**src/rtl/regfile_read_arbiter.sv**
```systemverilog
// Round-robin arbiter mapping NUM_REQ read requesters onto NUM_PORTS register file read ports.
// Optional feature macro RFARB_FORWARD_EN: same-cycle write data is forwarded instead of stalling the read.
module regfile_read_arbiter #(
  parameter int WIDTH     = 32,
  parameter int SIZE      = 64,
  parameter int NUM_REQ   = 6,
  parameter int NUM_PORTS = 2,
  parameter int NUM_WRITE = 4,
  localparam int AW       = $clog2(SIZE)
) (
  input  logic                                clk,
  input  logic                                rst,
  input  logic [NUM_REQ-1:0]                  IN_req,
  input  logic [NUM_REQ-1:0][AW-1:0]          IN_raddr,
  output logic [NUM_REQ-1:0]                  OUT_gnt,
  output logic [NUM_REQ-1:0]                  OUT_rvalid,
  output logic [NUM_REQ-1:0][WIDTH-1:0]       OUT_rdata,
  output logic [NUM_PORTS-1:0]                OUT_re,
  output logic [NUM_PORTS-1:0][AW-1:0]        OUT_raddr,
  input  logic [NUM_PORTS-1:0][WIDTH-1:0]     IN_rdata,
  input  logic [NUM_WRITE-1:0]                IN_we,
  input  logic [NUM_WRITE-1:0][AW-1:0]        IN_waddr,
  input  logic [NUM_WRITE-1:0][WIDTH-1:0]     IN_wdata
);

  localparam int PTRW = (NUM_REQ > 1) ? $clog2(NUM_REQ) : 1;
  localparam int SW   = PTRW + 1;
  localparam int PW   = (NUM_PORTS > 1) ? $clog2(NUM_PORTS) : 1;
  localparam int PCW  = $clog2(NUM_PORTS + 1);

  logic [PTRW-1:0]                ptr_q, ptr_d;
  logic [NUM_REQ-1:0]             rvalid_q, rvalid_d;
  logic [NUM_REQ-1:0][PW-1:0]     port_q, port_d;
  logic [NUM_REQ-1:0]             gnt;
  logic [NUM_PORTS-1:0]           re;
  logic [NUM_PORTS-1:0][AW-1:0]   raddr_o;

`ifdef RFARB_FORWARD_EN
  logic [NUM_REQ-1:0]             fwd_hit_q, fwd_hit_d;
  logic [NUM_REQ-1:0][WIDTH-1:0]  fwd_data_q, fwd_data_d;
`else
  logic unused_wdata;
  assign unused_wdata = ^IN_wdata;
`endif

  // Scan from ptr; the k-th winner takes port k. Ascending j lets the highest write index win.
  always_comb begin
    logic [SW-1:0]    sum;
    logic [PTRW-1:0]  idx;
    logic [PCW-1:0]   cnt;
    logic             coll;
    logic             blocked;
`ifdef RFARB_FORWARD_EN
    logic [WIDTH-1:0] coll_data;
    fwd_hit_d  = '0;
    fwd_data_d = '0;
    coll_data  = '0;
`endif
    gnt     = '0;
    re      = '0;
    raddr_o = '0;
    port_d  = '0;
    ptr_d   = ptr_q;
    cnt     = '0;
    sum     = '0;
    idx     = '0;
    coll    = 1'b0;
    blocked = 1'b0;
    for (int i = 0; i < NUM_REQ; i++) begin
      sum = SW'(ptr_q) + SW'(i);
      if (sum >= SW'(NUM_REQ)) sum = sum - SW'(NUM_REQ);
      idx  = sum[PTRW-1:0];
      coll = 1'b0;
`ifdef RFARB_FORWARD_EN
      coll_data = '0;
`endif
      for (int j = 0; j < NUM_WRITE; j++) begin
        if (IN_we[j] && (IN_waddr[j] == IN_raddr[idx])) begin
          coll = 1'b1;
`ifdef RFARB_FORWARD_EN
          coll_data = IN_wdata[j];
`endif
        end
      end
`ifdef RFARB_FORWARD_EN
      blocked = 1'b0;
`else
      blocked = coll;
`endif
      if (IN_req[idx] && !blocked && (cnt < PCW'(NUM_PORTS))) begin
        gnt[idx] = 1'b1;
        for (int k = 0; k < NUM_PORTS; k++) begin
          if (cnt == PCW'(k)) begin
            re[k]       = 1'b1;
            raddr_o[k]  = IN_raddr[idx];
            port_d[idx] = PW'(k);
          end
        end
`ifdef RFARB_FORWARD_EN
        fwd_hit_d[idx]  = coll;
        fwd_data_d[idx] = coll_data;
`endif
        ptr_d = (idx == PTRW'(NUM_REQ - 1)) ? '0 : idx + 1'b1;
        cnt   = cnt + 1'b1;
      end
    end
  end

  assign rvalid_d = gnt;

  always_ff @(posedge clk or posedge rst) begin
    if (rst) begin
      ptr_q    <= '0;
      rvalid_q <= '0;
      port_q   <= '0;
`ifdef RFARB_FORWARD_EN
      fwd_hit_q  <= '0;
      fwd_data_q <= '0;
`endif
    end else begin
      ptr_q    <= ptr_d;
      rvalid_q <= rvalid_d;
      port_q   <= port_d;
`ifdef RFARB_FORWARD_EN
      fwd_hit_q  <= fwd_hit_d;
      fwd_data_q <= fwd_data_d;
`endif
    end
  end

  // Grant-side outputs are combinational, so they are forced quiet while reset is held.
  assign OUT_gnt    = rst ? '0 : gnt;
  assign OUT_re     = rst ? '0 : re;
  assign OUT_raddr  = rst ? '0 : raddr_o;
  assign OUT_rvalid = rvalid_q;

  always_comb begin
    OUT_rdata = '0;
    for (int r = 0; r < NUM_REQ; r++) begin
      if (rvalid_q[r]) begin
        OUT_rdata[r] = IN_rdata[port_q[r]];
`ifdef RFARB_FORWARD_EN
        if (fwd_hit_q[r]) OUT_rdata[r] = fwd_data_q[r];
`endif
      end
    end
  end

endmodule

```
**config.mk**
```make
export PLATFORM = sky130hd
export DESIGN_NAME = regfile_read_arbiter
export DESIGN_NICKNAME = d
export VERILOG_FILES = /design/src/rtl/regfile_read_arbiter.sv
export SDC_FILE = /design/constraint.sdc
export NUM_CORES = 1
export LEC_CHECK = 0
export CELL_PAD_IN_SITES_DETAIL_PLACEMENT = 0
export CELL_PAD_IN_SITES_GLOBAL_PLACEMENT = 2
export CORE_MARGIN = 5
export CORE_UTILIZATION = 22
export DETAILED_ROUTE_END_ITERATION = 7
export GPL_TIMING_DRIVEN = 0
export PLACE_DENSITY_LB_ADDON = 0.1
export SKIP_LAST_GASP = 1
export SYNTH_ARGS = -nofsm -noshare
export SYNTH_HDL_FRONTEND = slang
export SYNTH_SLANG_ARGS = --single-unit
export TNS_END_PERCENT = 20
```
**constraint.sdc**
```tcl
create_clock -name clk -period 9.85 [get_ports clk]
set_clock_uncertainty 0.15 [all_clocks]
set_input_delay 1.4775 -clock clk [delete_from_list [all_inputs] [get_ports clk]]
set_output_delay 1.4775 -clock clk [all_outputs]
set_load 0.02 [all_outputs]
```
==> flow_summary.json <==
{
  "clkLatencyLatePin_ns": 0.24,
  "busiest_layer": "met2",
  "async_flop_share": 1.00,
  "clock_path_buffers": 2,
  "max_stage_delay_ns": 0.77,
  "path_cells": "clkdlybuf4s50_1 -> clkbuf_1 -> inv_1 -> xnor2_1 -> nor4_1 -> or4_4 -> buf_6 -> buf_6 -> ha_1 -> nand3b_1 -> o21ai_4 -> inv_2 -> ha_1 -> and3b_1 -> buf_6 -> nor2_2 -> ha_4 -> o221ai_1 -> or4_4 -> nor3_4 -> inv_4 -> or4_1 -> o41ai_1 -> buf_2",
  "hold_viol": 0,
  "synthesis.nets": 2008,
  "critPathKind": "in2out",
  "globalRouteMet2Util": 0.453,
  "drive_above_1_share": 0.125,
  "grt_max_degree": 23,
  "hold_buffers": 0,
  "min_period_ns": 9.69,
  "grt_pass1_wl_um": 125000,
  "track_usage": 0.276,
  "clkTransAtPathRegs_ns": 0.05,
  "cap_viol_max_count": 0,
  "gp_congestion": 0.952,
  "cp.required_ns": 8.22,
  "synth_largest_area_cell": "mux2i_1",
  "status": "finished, final reports clean",
  "use_met1": 0.380,
  "final_nets": 2383,
  "synth-main-ff-cell": "dfrtp_1",
  "yosysMostFrequentCell": "mux2i_1",
  "htreeDepth": 1,
  "min_delay_worst_endpoint": "ptr_q[2]",
  "rows": 86,
  "slew_headroom": 0.136,
  "maxSlewViolCount": 0,
  "chipWidth_um": 247,
  "port_buffers": 342,
  "synthTopCellsByArea": "mux2i_1 20%, nor2b_1 10%, xnor2_1 4.6%, mux2_2 3.7%, nand2_1 3.4%",
  "hold_depth": 4,
  "instances_no_fill": 2853,
  "gr-total-overflow": 0,
  "cts_root_buffer": "clkbuf_16",
  "arrival_ns": 8.06,
  "tritoncts": "yes",
  "vias_per_cell": 5.82,
  "cp_common_cell": "buf_6",
  "worstPathMaxFanout": 11,
  "crit_path_start_kind": "input port",
  "ioPinCount": 482,
  "reg2reg_setup_slack_ns": 2.02,
  "drcViolationCount": 0,
  "routed_wl_um": 89900,
  "synthToLayoutAreaGrowth_pct": 42.1,
  "syn_area_um2": 12300,
  "synth_common_cells": "251 x mux2i_1, 199 x nor2b_1, 113 x nand2_1, 92 x clkbuf_1, 89 x nor2_1",
  "yosysUniqueCellTypes": 104,
  "core_um2": 55300,
  "r2r.worst_path.cells": 38,
  "setup_violations": 0,
  "synth_top_area_share": 0.204,
  "hold_class": "reg2reg",
  "gr-usage-met3": 0.0371,
  "tightestPinTransition_ns": 1.30,
  "clock-sinks": 15,
  "start_util": 0.223,
  "dr.pass1.iters": 5,
  "vias": 16600,
  "dp_hpwl_um": 71700,
  "ys_seq_elements": 15,
  "syn-instance-count": 1730,
  "antenna_left": 0,
  "dieArea_um2": 60900,
  "crit_slowest_cell": "clkbuf_1",
  "crit_start": "IN_waddr[2]",
  "cts_buffers": 3,
  "ys_seq_area_frac": 0.0304,
  "drtIter0Drc": 1832,
  "routedWlPerCell_um": 31.5,
  "timing.rr.end": "port_q[1]",
  "synth_edf_count": 0,
  "r2r-start": "ptr_q[0]",
  "worst_setup_path_end_kind": "primary output",
  "finalCritPeriodShare": 0.984,
  "critPathBufInv": 9,
  "yosysWarnings": 0,
  "avgSynthCellArea_um2": 7.13,
  "max_freq_mhz": 103,
  "antenna_found_initial": 2,
  "post-place-cells": 2820,
  "die_h_um": 247,
  "rsz0062_at_grt": "no",
  "hold_start": "ptr_q[2]",
  "grt_pass1_vias": 16200,
  "critical_path.top_delay_family": "buffers and inverters"
}
[cells in the final DEF (no fill, tap or decap), drive strengths merged, types with 57 or more instances in the layout]
cell	n
o21ai	83
a21oi	71
nor3	57
clkbuf	95
mux2i	252
nor2	94
nor2b	199
clkdlybuf4s50	322
buf	112
nand2	114
xnor2	68
[registers in the layout, summed over array words and instances (netlist names)]
register,cells
OUT_rvalid,6
ptr_q,3
port_q,6
[worst max-delay path by stage]
stage / depth (start not counted) / to
after floorplan: 37 / OUT_raddr[10]
after global placement: 36 / OUT_raddr[11]
after detailed placement: 36 / OUT_re[1]
after CTS: 41 / OUT_gnt[4]
after global routing: 34 / OUT_gnt[4]
final: 24 / OUT_raddr[5]
[logic make-up after synthesis]
logic type / share of synthesized area
simple gates: 0.292
compound gates: 0.266
mux: 0.261
buf+inv: 0.0697
xor+xnor: 0.0666
flops: 0.0304
fa+ha+maj: 0.0142
[metrics by stage]
step           hold slack, ns  utilization  setup WS [ns]  area [um2]  TNS, ns
4_1_cts                 0.994        0.314       0.000291       17400        0
2_1_floorplan           0.666            -          0.157       12300        0
3_3_place_gp            0.944        0.302          -3.96       16700  -101.60
5_1_grt                  1.03        0.317         0.0466       17500        0
6_report                 1.03        0.317          0.160       17500        0
3_5_place_dp            0.962        0.302          -3.78       16700   -95.55
[layer usage]
layer / wire [um] / part of all wire
met1: 38900 / 0.43
met2: 41400 / 0.46
met3: 6510 / 0.072
met4: 3050 / 0.034
met5: 0 / 0
[tightest hold or removal path, delay by kind of cell, from the launching register on]
family	cells	cell delay, ns
buffers and inverters	2	0.47
DFF	1	0.43
AOI/OAI and AO/OA	2	0.23
[what timing repair did]
action | in CTS | in global routing
resized for setup | 208 | 54
hold endpoints to repair | 0 | 0
endpoints found under the setup margin | 35 | 20
pin swaps | 19 | 12
setup buffers | 26 | 4
[layout make-up]
| class | instances | area [um2] |
|---|---|---|
| repair buffers | 372 | 3590 |
| multi-input cells | 1524 | 11500 |
| clock inverters | 1 | 5.00 |
| fillers | 6117 | 37800 |
| inverters | 33 | 131 |
| clock buffers | 3 | 75.1 |
| flip-flops and latches | 15 | 377 |
| plain buffers | 156 | 901 |
| well taps | 748 | 936 |
| diodes | 1 | 2.50 |
Power is left out: the tool's default activity adds up to more than one toggle a clock period on the data nets, which glitch-free logic cannot reach.
